**src/rtl/la_input_router_if.sv**
```systemverilog
// LA host-to-team bundle: mgmt-side select/data/enable in, per-team routed data and strobes out.
interface la_input_router_if #(
    parameter int NUM_TEAMS = 12
);
    logic [3:0]                    la_sel;
    logic [31:0]                   la_data_in;
    logic [31:0]                   la_oenb;
    logic [32*(NUM_TEAMS+1)-1:0]   designs_la_data_in_flat;
    logic [NUM_TEAMS:0]            la_update;
    logic                          la_active;

    modport master (
        output la_sel, la_data_in, la_oenb,
        input  designs_la_data_in_flat, la_update, la_active
    );

    modport slave (
        input  la_sel, la_data_in, la_oenb,
        output designs_la_data_in_flat, la_update, la_active
    );
endinterface

```
**src/rtl/la_input_router.sv**
```systemverilog
// Routes the masked LA input bus to one team slot, blanking all slots for a guard window
// after every selection change and strobing la_update when a team's routed value changes.
module la_input_router_slot (
    input  logic        clk,
    input  logic        nrst,
    input  logic        i_load,
    input  logic        i_first,
    input  logic [31:0] i_data,
    output logic [31:0] o_slot,
    output logic        o_update
);
    logic [31:0] r_slot;
    logic        r_update;

    always_ff @(posedge clk or negedge nrst) begin
        if (!nrst) begin
            r_slot   <= '0;
            r_update <= 1'b0;
        end else if (i_load) begin
            r_slot   <= i_data;
            r_update <= i_first | (i_data != r_slot);
        end else begin
            r_slot   <= '0;
            r_update <= 1'b0;
        end
    end

    assign o_slot   = r_slot;
    assign o_update = r_update;
endmodule

module la_input_router #(
    parameter int NUM_TEAMS    = 12,
    parameter int GUARD_CYCLES = 4
) (
    input  logic clk,
    input  logic nrst,
    la_input_router_if.slave bus
);
    localparam int              CW       = $clog2(GUARD_CYCLES) + 1;
    localparam logic [CW-1:0]   CNT_LOAD = CW'(GUARD_CYCLES - 1);
    localparam logic [3:0]      MAX_SEL  = 4'(NUM_TEAMS);

    typedef enum logic {ST_BLANK, ST_ACTIVE} state_t;

    state_t              r_state, w_state_nxt;
    logic [CW-1:0]       r_cnt, w_cnt_nxt;
    logic [31:0]         r_data_q;
    logic [3:0]          r_sel_q;
    logic                r_prev_blank;

    logic                w_change;
    logic                w_in_range;
    logic                w_load;
    logic [NUM_TEAMS:0][31:0] w_slots;
    logic [NUM_TEAMS:0]  w_upd;

    assign w_change   = (bus.la_sel != r_sel_q);
    assign w_in_range = (r_sel_q <= MAX_SEL);
    // Any blanking condition zeroes every slot, so only a settled in-range selection loads.
    assign w_load     = !w_change && (r_state == ST_ACTIVE) && w_in_range;

    always_ff @(posedge clk or negedge nrst) begin
        if (!nrst) begin
            r_state      <= ST_BLANK;
            r_cnt        <= CNT_LOAD;
            r_data_q     <= '0;
            r_sel_q      <= '0;
            r_prev_blank <= 1'b1;
        end else begin
            r_state      <= w_state_nxt;
            r_cnt        <= w_cnt_nxt;
            r_data_q     <= bus.la_data_in & ~bus.la_oenb;
            r_sel_q      <= bus.la_sel;
            r_prev_blank <= (r_state == ST_BLANK);
        end
    end

    always_comb begin
        w_state_nxt = r_state;
        w_cnt_nxt   = r_cnt;
        if (w_change) begin
            w_state_nxt = ST_BLANK;
            w_cnt_nxt   = CNT_LOAD;
        end else begin
            case (r_state)
                ST_BLANK: begin
                    if (r_cnt == '0) w_state_nxt = ST_ACTIVE;
                    else             w_cnt_nxt   = r_cnt - 1'b1;
                end
                default: ;
            endcase
        end
    end

    genvar k;
    generate
        for (k = 0; k <= NUM_TEAMS; k++) begin : g_slot
            la_input_router_slot u_slot (
                .clk      (clk),
                .nrst     (nrst),
                .i_load   (w_load && (r_sel_q == 4'(k))),
                .i_first  (r_prev_blank),
                .i_data   (r_data_q),
                .o_slot   (w_slots[k]),
                .o_update (w_upd[k])
            );
        end
    endgenerate

    assign bus.designs_la_data_in_flat = w_slots;
    assign bus.la_update               = w_upd;
    assign bus.la_active               = (r_state == ST_ACTIVE) && w_in_range;
endmodule

```
**src/flat_wrapper.sv**
```systemverilog
// flat-port wrapper written by rule: the top's interface ports become plain ports
module la_input_router_flat 
#(
    parameter int NUM_TEAMS    = 12,
    parameter int GUARD_CYCLES = 4
)
  (clk, nrst, bus_la_sel, bus_la_data_in, bus_la_oenb, bus_designs_la_data_in_flat, bus_la_update, bus_la_active);
  la_input_router_if #(.NUM_TEAMS(NUM_TEAMS)) bus_i ();
  input  logic clk;
  input  logic nrst;
  input wire logic [$bits(bus_i.la_sel)-1:0] bus_la_sel;
  input wire logic [$bits(bus_i.la_data_in)-1:0] bus_la_data_in;
  input wire logic [$bits(bus_i.la_oenb)-1:0] bus_la_oenb;
  output wire logic [$bits(bus_i.designs_la_data_in_flat)-1:0] bus_designs_la_data_in_flat;
  output wire logic [$bits(bus_i.la_update)-1:0] bus_la_update;
  output wire logic [$bits(bus_i.la_active)-1:0] bus_la_active;
  assign bus_i.la_sel = bus_la_sel;
  assign bus_i.la_data_in = bus_la_data_in;
  assign bus_i.la_oenb = bus_la_oenb;
  assign bus_designs_la_data_in_flat = bus_i.designs_la_data_in_flat;
  assign bus_la_update = bus_i.la_update;
  assign bus_la_active = bus_i.la_active;
  la_input_router #(.NUM_TEAMS(NUM_TEAMS), .GUARD_CYCLES(GUARD_CYCLES)) u_core (.clk(clk), .nrst(nrst), .bus(bus_i));
endmodule
```
**config.mk**
```make
export PLATFORM = sky130hd
export DESIGN_NAME = la_input_router_flat
export DESIGN_NICKNAME = d
export VERILOG_FILES = /design/src/rtl/la_input_router_if.sv /design/src/rtl/la_input_router.sv /design/src/flat_wrapper.sv
export SDC_FILE = /design/constraint.sdc
export NUM_CORES = 1
export LEC_CHECK = 0
export ABC_AREA = 1
export ABC_CLOCK_PERIOD_IN_PS = 2000
export CAP_MARGIN = 40
export CORE_MARGIN = 2
export CORE_UTILIZATION = 33
export CTS_CLUSTER_SIZE = 10
export DETAILED_ROUTE_END_ITERATION = 8
export PLACE_DENSITY = 0.54
export SLEW_MARGIN = 20
export SYNTH_ARGS = -nofsm -noshare
export SYNTH_HDL_FRONTEND = slang
export SYNTH_HIERARCHICAL = 1
export SYNTH_SLANG_ARGS = --single-unit
```
**constraint.sdc**
```tcl
create_clock -name clk -period 2 [get_ports clk]
set_input_delay 0.5 -clock clk [delete_from_list [all_inputs] [get_ports clk]]
set_output_delay 0.5 -clock clk [all_outputs]
set_load 0.005 [all_outputs]
```
== Word level (Yosys, flattened, before mapping) ==
Index checks and enable logic that the tools add are counted.
W data, S select, Z words.

* Bits in latches: 0
* Register bits: 470
* Output and inout bits: 430
* Memories kept: 0
* Bits of input ports: 70
* Memory bits (writable): 0
* Bits in read-only memories: 0

* Reductions and logical operators: 20
* Add/subtract/negate cells: 1
* Multiplexer cells: 32
* Order comparisons: 1
* Shift operators: 0
* Equal/unequal tests: 28
* Bitwise operators: 16
* Divide/modulo/power cells: 0
* $mul: 0

{| class="wikitable"
|+ Operators with widths
! kind !! number
|-
| $mux W32 || 13
|-
| $ne A32 B32 Y1 || 13
|-
| $and A32 B32 Y32 || 1
|-
| $not A32 Y32 || 1
|-
| $eq A4 B4 Y1 const B || 5
|-
| $eq A4 B3 Y1 const B || 4
|-
| $logic_and A1 B1 Y1 || 16
|-
| $mux W1 || 16
|-
| $or A1 B1 Y1 || 13
|-
| $mux W3 || 3
|-
| $eq A4 B2 Y1 const B || 2
|-
| $eq A4 B1 Y1 const B || 1
|-
| $le A4 B4 Y1 const B || 1
|-
| $logic_not A4 Y1 || 1
|-
| $ne A4 B4 Y1 || 1
|-
| $logic_not A3 Y1 || 1
|-
| $sub A3 B1 Y3 const B || 1
|-
| $ne A2 B1 Y1 const B || 1
|-
| $ne A2 B2 Y1 const B || 1
|-
| $reduce_and A2 Y1 || 1
|-
| $logic_not A1 Y1 || 1
|-
| $not A1 Y1 || 1
|}

== Longest topological paths before layout ==
* Depth in word-level cells: 6
* Gate-level depth with buffers: 10

== Hierarchy ==
The synthesis kept the hierarchy.

{| class="wikitable"
|+ Modules (own cells, without submodules)
! module !! area an instance (um^2) !! seq. area each (um^2) !! cells an instance !! times used
|-
| la_input_router_slot || 1669.1 || 825.8 || 244 || 13
|-
| la_input_router || 1625.3 || 1029.7 || 176 || 1
|}

== Worst setup path before layout ==
OpenSTA, ideal clock, no wires.

* Kind: input to register
* From: input port bus_la_sel[3]
* To: register u_core.g_slot[12].u_slot.r_slot[10]
* Arrival time: 1535 ps
* Buffers on the path: 2
* Setup slack: 399 ps
* Required time: 1934 ps
* Stages: 10
* Path through: inv_1 nand2_1 nand2_1 nor2_4 nand4_2 nor2_1 clkbuf_1 buf_2 nand2_1 inv_1

* Longest elaborated chain between the ends: 6

{| class="wikitable"
|+ Ends and longest elaborated chain
! item !! line !! source
|-
| from (decl) || flat_wrapper.sv:11 || <nowiki>input wire logic [$bits(bus_i.la_sel)-1:0] bus_la_sel;</nowiki>
|-
| $ne A4 B4 Y1 || la_input_router.sv:58 || <nowiki>assign w_change = (bus.la_sel != r_sel_q);</nowiki>
|-
| $logic_not A1 Y1 || la_input_router.sv:61 || <nowiki>assign w_load = !w_change && (r_state == ST_ACTIVE) && w_in_range;</nowiki>
|-
| $logic_and A1 B1 Y1 (2 in series) || la_input_router.sv:61 ||
|-
| $logic_and A1 B1 Y1 || la_input_router.sv:102 || <nowiki>.i_load (w_load && (r_sel_q == 4'(k))),</nowiki>
|-
| $mux W32 || la_input_router.sv:19 || <nowiki>end else if (i_load) begin</nowiki>
|-
| to (signal assigned) || la_input_router.sv:20 || <nowiki>r_slot <= i_data;</nowiki>
|-
| to (decl) || la_input_router.sv:12 || <nowiki>logic [31:0] r_slot;</nowiki>
|}

Every way passes these cells.
A chain may end at the register's enable or synchronous reset.

== Worst setup path after layout ==
* From: register u_core.g_slot[5].u_slot.r_slot[28]
* To: output port bus_designs_la_data_in_flat[188]

{| class="wikitable"
|+ RTL lines
! item !! line !! source
|-
| from (decl) || la_input_router.sv:12 ||
|-
| from (signal assigned) || la_input_router.sv:20 ||
|-
| to (decl) || flat_wrapper.sv:14 || <nowiki>output wire logic [$bits(bus_i.designs_la_data_in_flat)-1:0] bus_designs_la_data_in_flat;</nowiki>
|}

No word-level cell between the ends.

==> results summary <==
The flow ran to the end, and the final reports show no timing, DRC or antenna violations. The final wirelength came out at 86800 um. The number of max-capacitance violations reported is 0. Setup violations remaining at the end of the flow were counted as 0.

The global-route wire length before repair is 129000 um. In this run, CTS created clock tree buffers numbering 56. Excluding fillers, the count of instances in the completed layout stands at 5113. The buffer cell driving the clock tree root is sky130_fd_sc_hd__clkbuf_16.

The area inside the core boundary is 0.0700 mm2. The global routing usage summed across all routing layers came out at 23.8%. The path type of the worst min-delay path is input port to flip-flop.

The transition time at the pin with the least slew margin is 0.806 ns. The highest cell delay on the worst timing path is 0.51 ns. The class of the most critical setup path is flip-flop to output port. The number of sinks on the clock net is 470. The cell taking the most area after synthesis is sky130_fd_sc_hd__dfrtp_1. The critical path data arrival time is 1.46 ns.

The clock latency reported for the late side of the worst-skew pair is 0.59 ns. The final net count came out at 4214. The detail route stage leaves a number of antenna-violating nets equal to 0.

The synthesized netlist devotes 2.97% of its cell area to XOR and XNOR gates. The async set or reset register ratio after synthesis came out at 100%. The number of antenna violations at the first check in global routing is 1. After layout, the worst path uses 97.8% of the clock period.

The worst setup path is launched from a flip-flop. The critical path goes through clkdlybuf4s50_1. In the synthesized netlist the dominant register cell turns out to be sky130_fd_sc_hd__dfrtp_1.

For this run, the number of Yosys warnings is 6. The number of DRC violations after detailed routing is 0. The leakage power came out at 22.1 nW.

Sequential cells were found to cover 50.4% of the synthesized design area. The first routing iteration left 1295 violations. Of the total synthesized cell area, the portion taken by full adders, half adders and majority gates is 0.107%. The mux cell area share after synthesis came out at 0%. Of all nets on the critical path, the largest fanout is 2. The number of global-route vias before repair came out at 20502. The highest-delay cell along the critical path is sky130_fd_sc_hd__clkdlybuf4s50_1. The met1 global-route usage came out at 29.8%. The number of placement rows is 97. The number of buffers and inverters on the critical path came out at 1. The area growth from synthesis to layout is 42.9%. The number of buffers between clock root and the deepest sink is 3. The flip-flop and latch count after synthesis came out at 470. The post-route netlist has 10.1% of its cells at a drive strength greater than 1.

After synthesis, the largest family of logic cells by area is simple AND/OR/NAND/NOR gates. The post-synthesis instance area came out at 0.0233 mm2. The count of antenna diodes in the layout came out at 0.

The synthesized netlist contains 21 unique library cells. met2 is the most crowded layer. The synthesized design contains 0 enable-type register cells. The synthesized netlist devotes 2.27% of its cell area to compound gates. In the global route stage, met3 resource usage came out at 5.61%. The mean routed wirelength per cell came out at 17.0 um.

The max-slew violation count is 0. The CTS H-tree depth is 2. The basic-gate share of the synthesized area counting and, or, nand and nor cells came out at 27.7%. Across the routed clock network, the largest skew measured is 0.0174 ns. The TritonCTS clock tree is done. The overall die height came out at 270 um. Averaged over all synthesized cells, the footprint is 6.97 um2. Counting tap cells, the placed design contains a total of 4853 instances. The number of nets handed over by synthesis was 3420.

The total power per unit cell area is 626 mW/mm2. The overall via count from detail_route is 21379. The total global routing overflow came out at 0. The initial standard-cell utilization of the core is 33.3%. Broken down by cell family, the worst path's largest delay share belongs to buffers and inverters. The x dimension of the die is 270 um. The number of hold-slack violations in the final timing report is 0. The final period demand of the worst path is 1.96 ns. Synthesis produced a netlist whose cell count is 3348. The via density per instance came out at 4.18.

The maximum clock rate came out at 511 MHz. The clock-pin transition on the worst setup and hold timing paths is 0.06 ns. The critical path capture point type is an output port. The worst voltage drop across the vdd grid is 0.577 mV. Sorting the synthesized cells by how often they occur yields 1151 x sky130_fd_sc_hd__nand2_1, 956 x sky130_fd_sc_hd__inv_1, 468 x sky130_fd_sc_hd__nor2_1, 467 x sky130_fd_sc_hd__dfrtp_1, 92 x sky130_fd_sc_hd__o21ai_0.

The I/O pin count came out at 500. The first detailed-routing pass took 5 iterations. The number of port buffers came out at 499. The area of the die is 0.0728 mm2. Summed over all failing endpoints, the final setup total negative slack is 0 ns. The top-area cell type share of the netlist area is 50.1%. By area the synthesized netlist is led by sky130_fd_sc_hd__dfrtp_1 50%, sky130_fd_sc_hd__nand2_1 19%, sky130_fd_sc_hd__inv_1 15%, sky130_fd_sc_hd__nor2_1 7.5%, sky130_fd_sc_hd__o21ai_0 2.0%.

The required time of the critical path came out at 1.50 ns. The maximum number of pins on one net before global-route repair is 76. The met2 routing resource usage after global routing is 39.7%. The sum of net half-perimeters after detailed placement came out at 63700 um. The relative slew slack is 46.2%. By instance count, the leading cell after synthesis is sky130_fd_sc_hd__nand2_1. Setup repair after global routing could not meet its margin everywhere. The global placement routability congestion is 0.840.
worst paths after layout:
kind                                                               from                                    endpoint  slack, ns  cells after the start
setup / recovery           u_core/g_slot[5].u_slot/o_slot[28]$_DFF_PN0_            bus_designs_la_data_in_flat[188]       0.04                      1
hold / removal                                       bus_la_data_in[31]               u_core/r_data_q[31]$_DFF_PN0_       0.40                      3
setup reg to reg                          u_core/r_data_q[24]$_DFF_PN0_  u_core/g_slot[9].u_slot/o_update$_DFF_PN0_       0.10                      7
hold reg to reg                                u_core/r_state$_DFF_PN0_               u_core/r_prev_blank$_DFF_PN1_       0.44                      1
max in group asynchronous                                          nrst               u_core/r_data_q[24]$_DFF_PN0_       0.82                      3
min in group asynchronous                                          nrst  u_core/g_slot[4].u_slot/o_update$_DFF_PN0_       0.41                      2
placed cells by master (no fill, tap or decap), drive strengths merged, types with 25 or more instances in the layout:
cell | netlist | final
xor2 | 27 | 27
dfrtp | 467 | 467
inv | 958 | 958
buf | 39 | 290
o21ai | 105 | 105
nand3 | 27 | 27
nor2 | 472 | 472
nand2 | 1151 | 1151
dlygate4sd2 | 0 | 382
dlymetal6s2s | 0 | 25
clkbuf | 13 | 86
clkdlybuf4s50 | 0 | 90
xnor2 | 52 | 52
final cells by class:
class / count / area (um2)
Tap cell: 940 / 1180
Clock inverter: 3 / 17.5
Clock buffer: 86 / 1600
Fill cell: 7064 / 36700
Sequential cell: 470 / 11800
Timing Repair Buffer: 788 / 7370
Multi-Input combinational cell: 1868 / 7750
Inverter: 958 / 3600
flip-flops by register name (all words and copies together), names as in the netlist:
name                           flops
u_core/g_slot.u_slot/o_slot      416
u_core/r_state                     1
u_core/r_cnt                       3
u_core/g_slot.u_slot/o_update     13
u_core/r_prev_blank                1
u_core/r_data_q                   32
u_core/r_sel_q                     4
tightest hold or removal path, cell delays in order:
cell and delay, ns:
sky130_fd_sc_hd__clkdlybuf4s50_1 0.39, sky130_fd_sc_hd__inv_1 0.05, sky130_fd_sc_hd__nor2_1 0.03
metal layers:
layer / wire length (um) / part of all wire, %
met1: 37100 / 43
met2: 40000 / 46
met5: 13 / 0.015
met4: 3870 / 4.5
met3: 5730 / 6.6
what timing repair did:
action                     in CTS  in global routing
gates resized for setup       394                 29
hold endpoints to repair       22                  0
setup endpoints to repair     416                 33
setup buffers                 158                 12
pin swaps                       0                  2
hold buffers                    1                  0
power breakdown:
group	switching [W]	internal, W	leakage [nW]
logic	0.00118	0.000677	14.8
clock network	0.00395	0.00539	0.781
registers	0.000112	0.00956	6.47
total	0.00524	0.0156	22.1
kinds of logic (layout without fill, tap and decap cells):
| kind of cell | after synthesis | after routing |
|---|---|---|
| and+or+nand+nor | 1681 | 1681 |
| DFF | 470 | 470 |
| adders and majority gates | 2 | 2 |
| AOI/OAI and AO/OA | 106 | 106 |
| xor gates and xnor gates | 79 | 79 |
| buffers and inverters | 1010 | 1835 |
metrics by stage:
step           power (W)  hold WS (ns)  setup slack [ns]  area, um2  util, %
6_report          0.0209         0.405            0.0441      33300     47.6
3_5_place_dp      0.0117         0.406            -0.383      30800     44.0
5_1_grt           0.0217         0.370           -0.0403      33300     47.6
2_1_floorplan     0.0106         0.204             0.399      23300        -
4_1_cts           0.0212         0.358            -0.137      33200     47.4
3_3_place_gp      0.0117         0.407            -0.356      30800     44.0
Power figures use the tool's default switching activity.
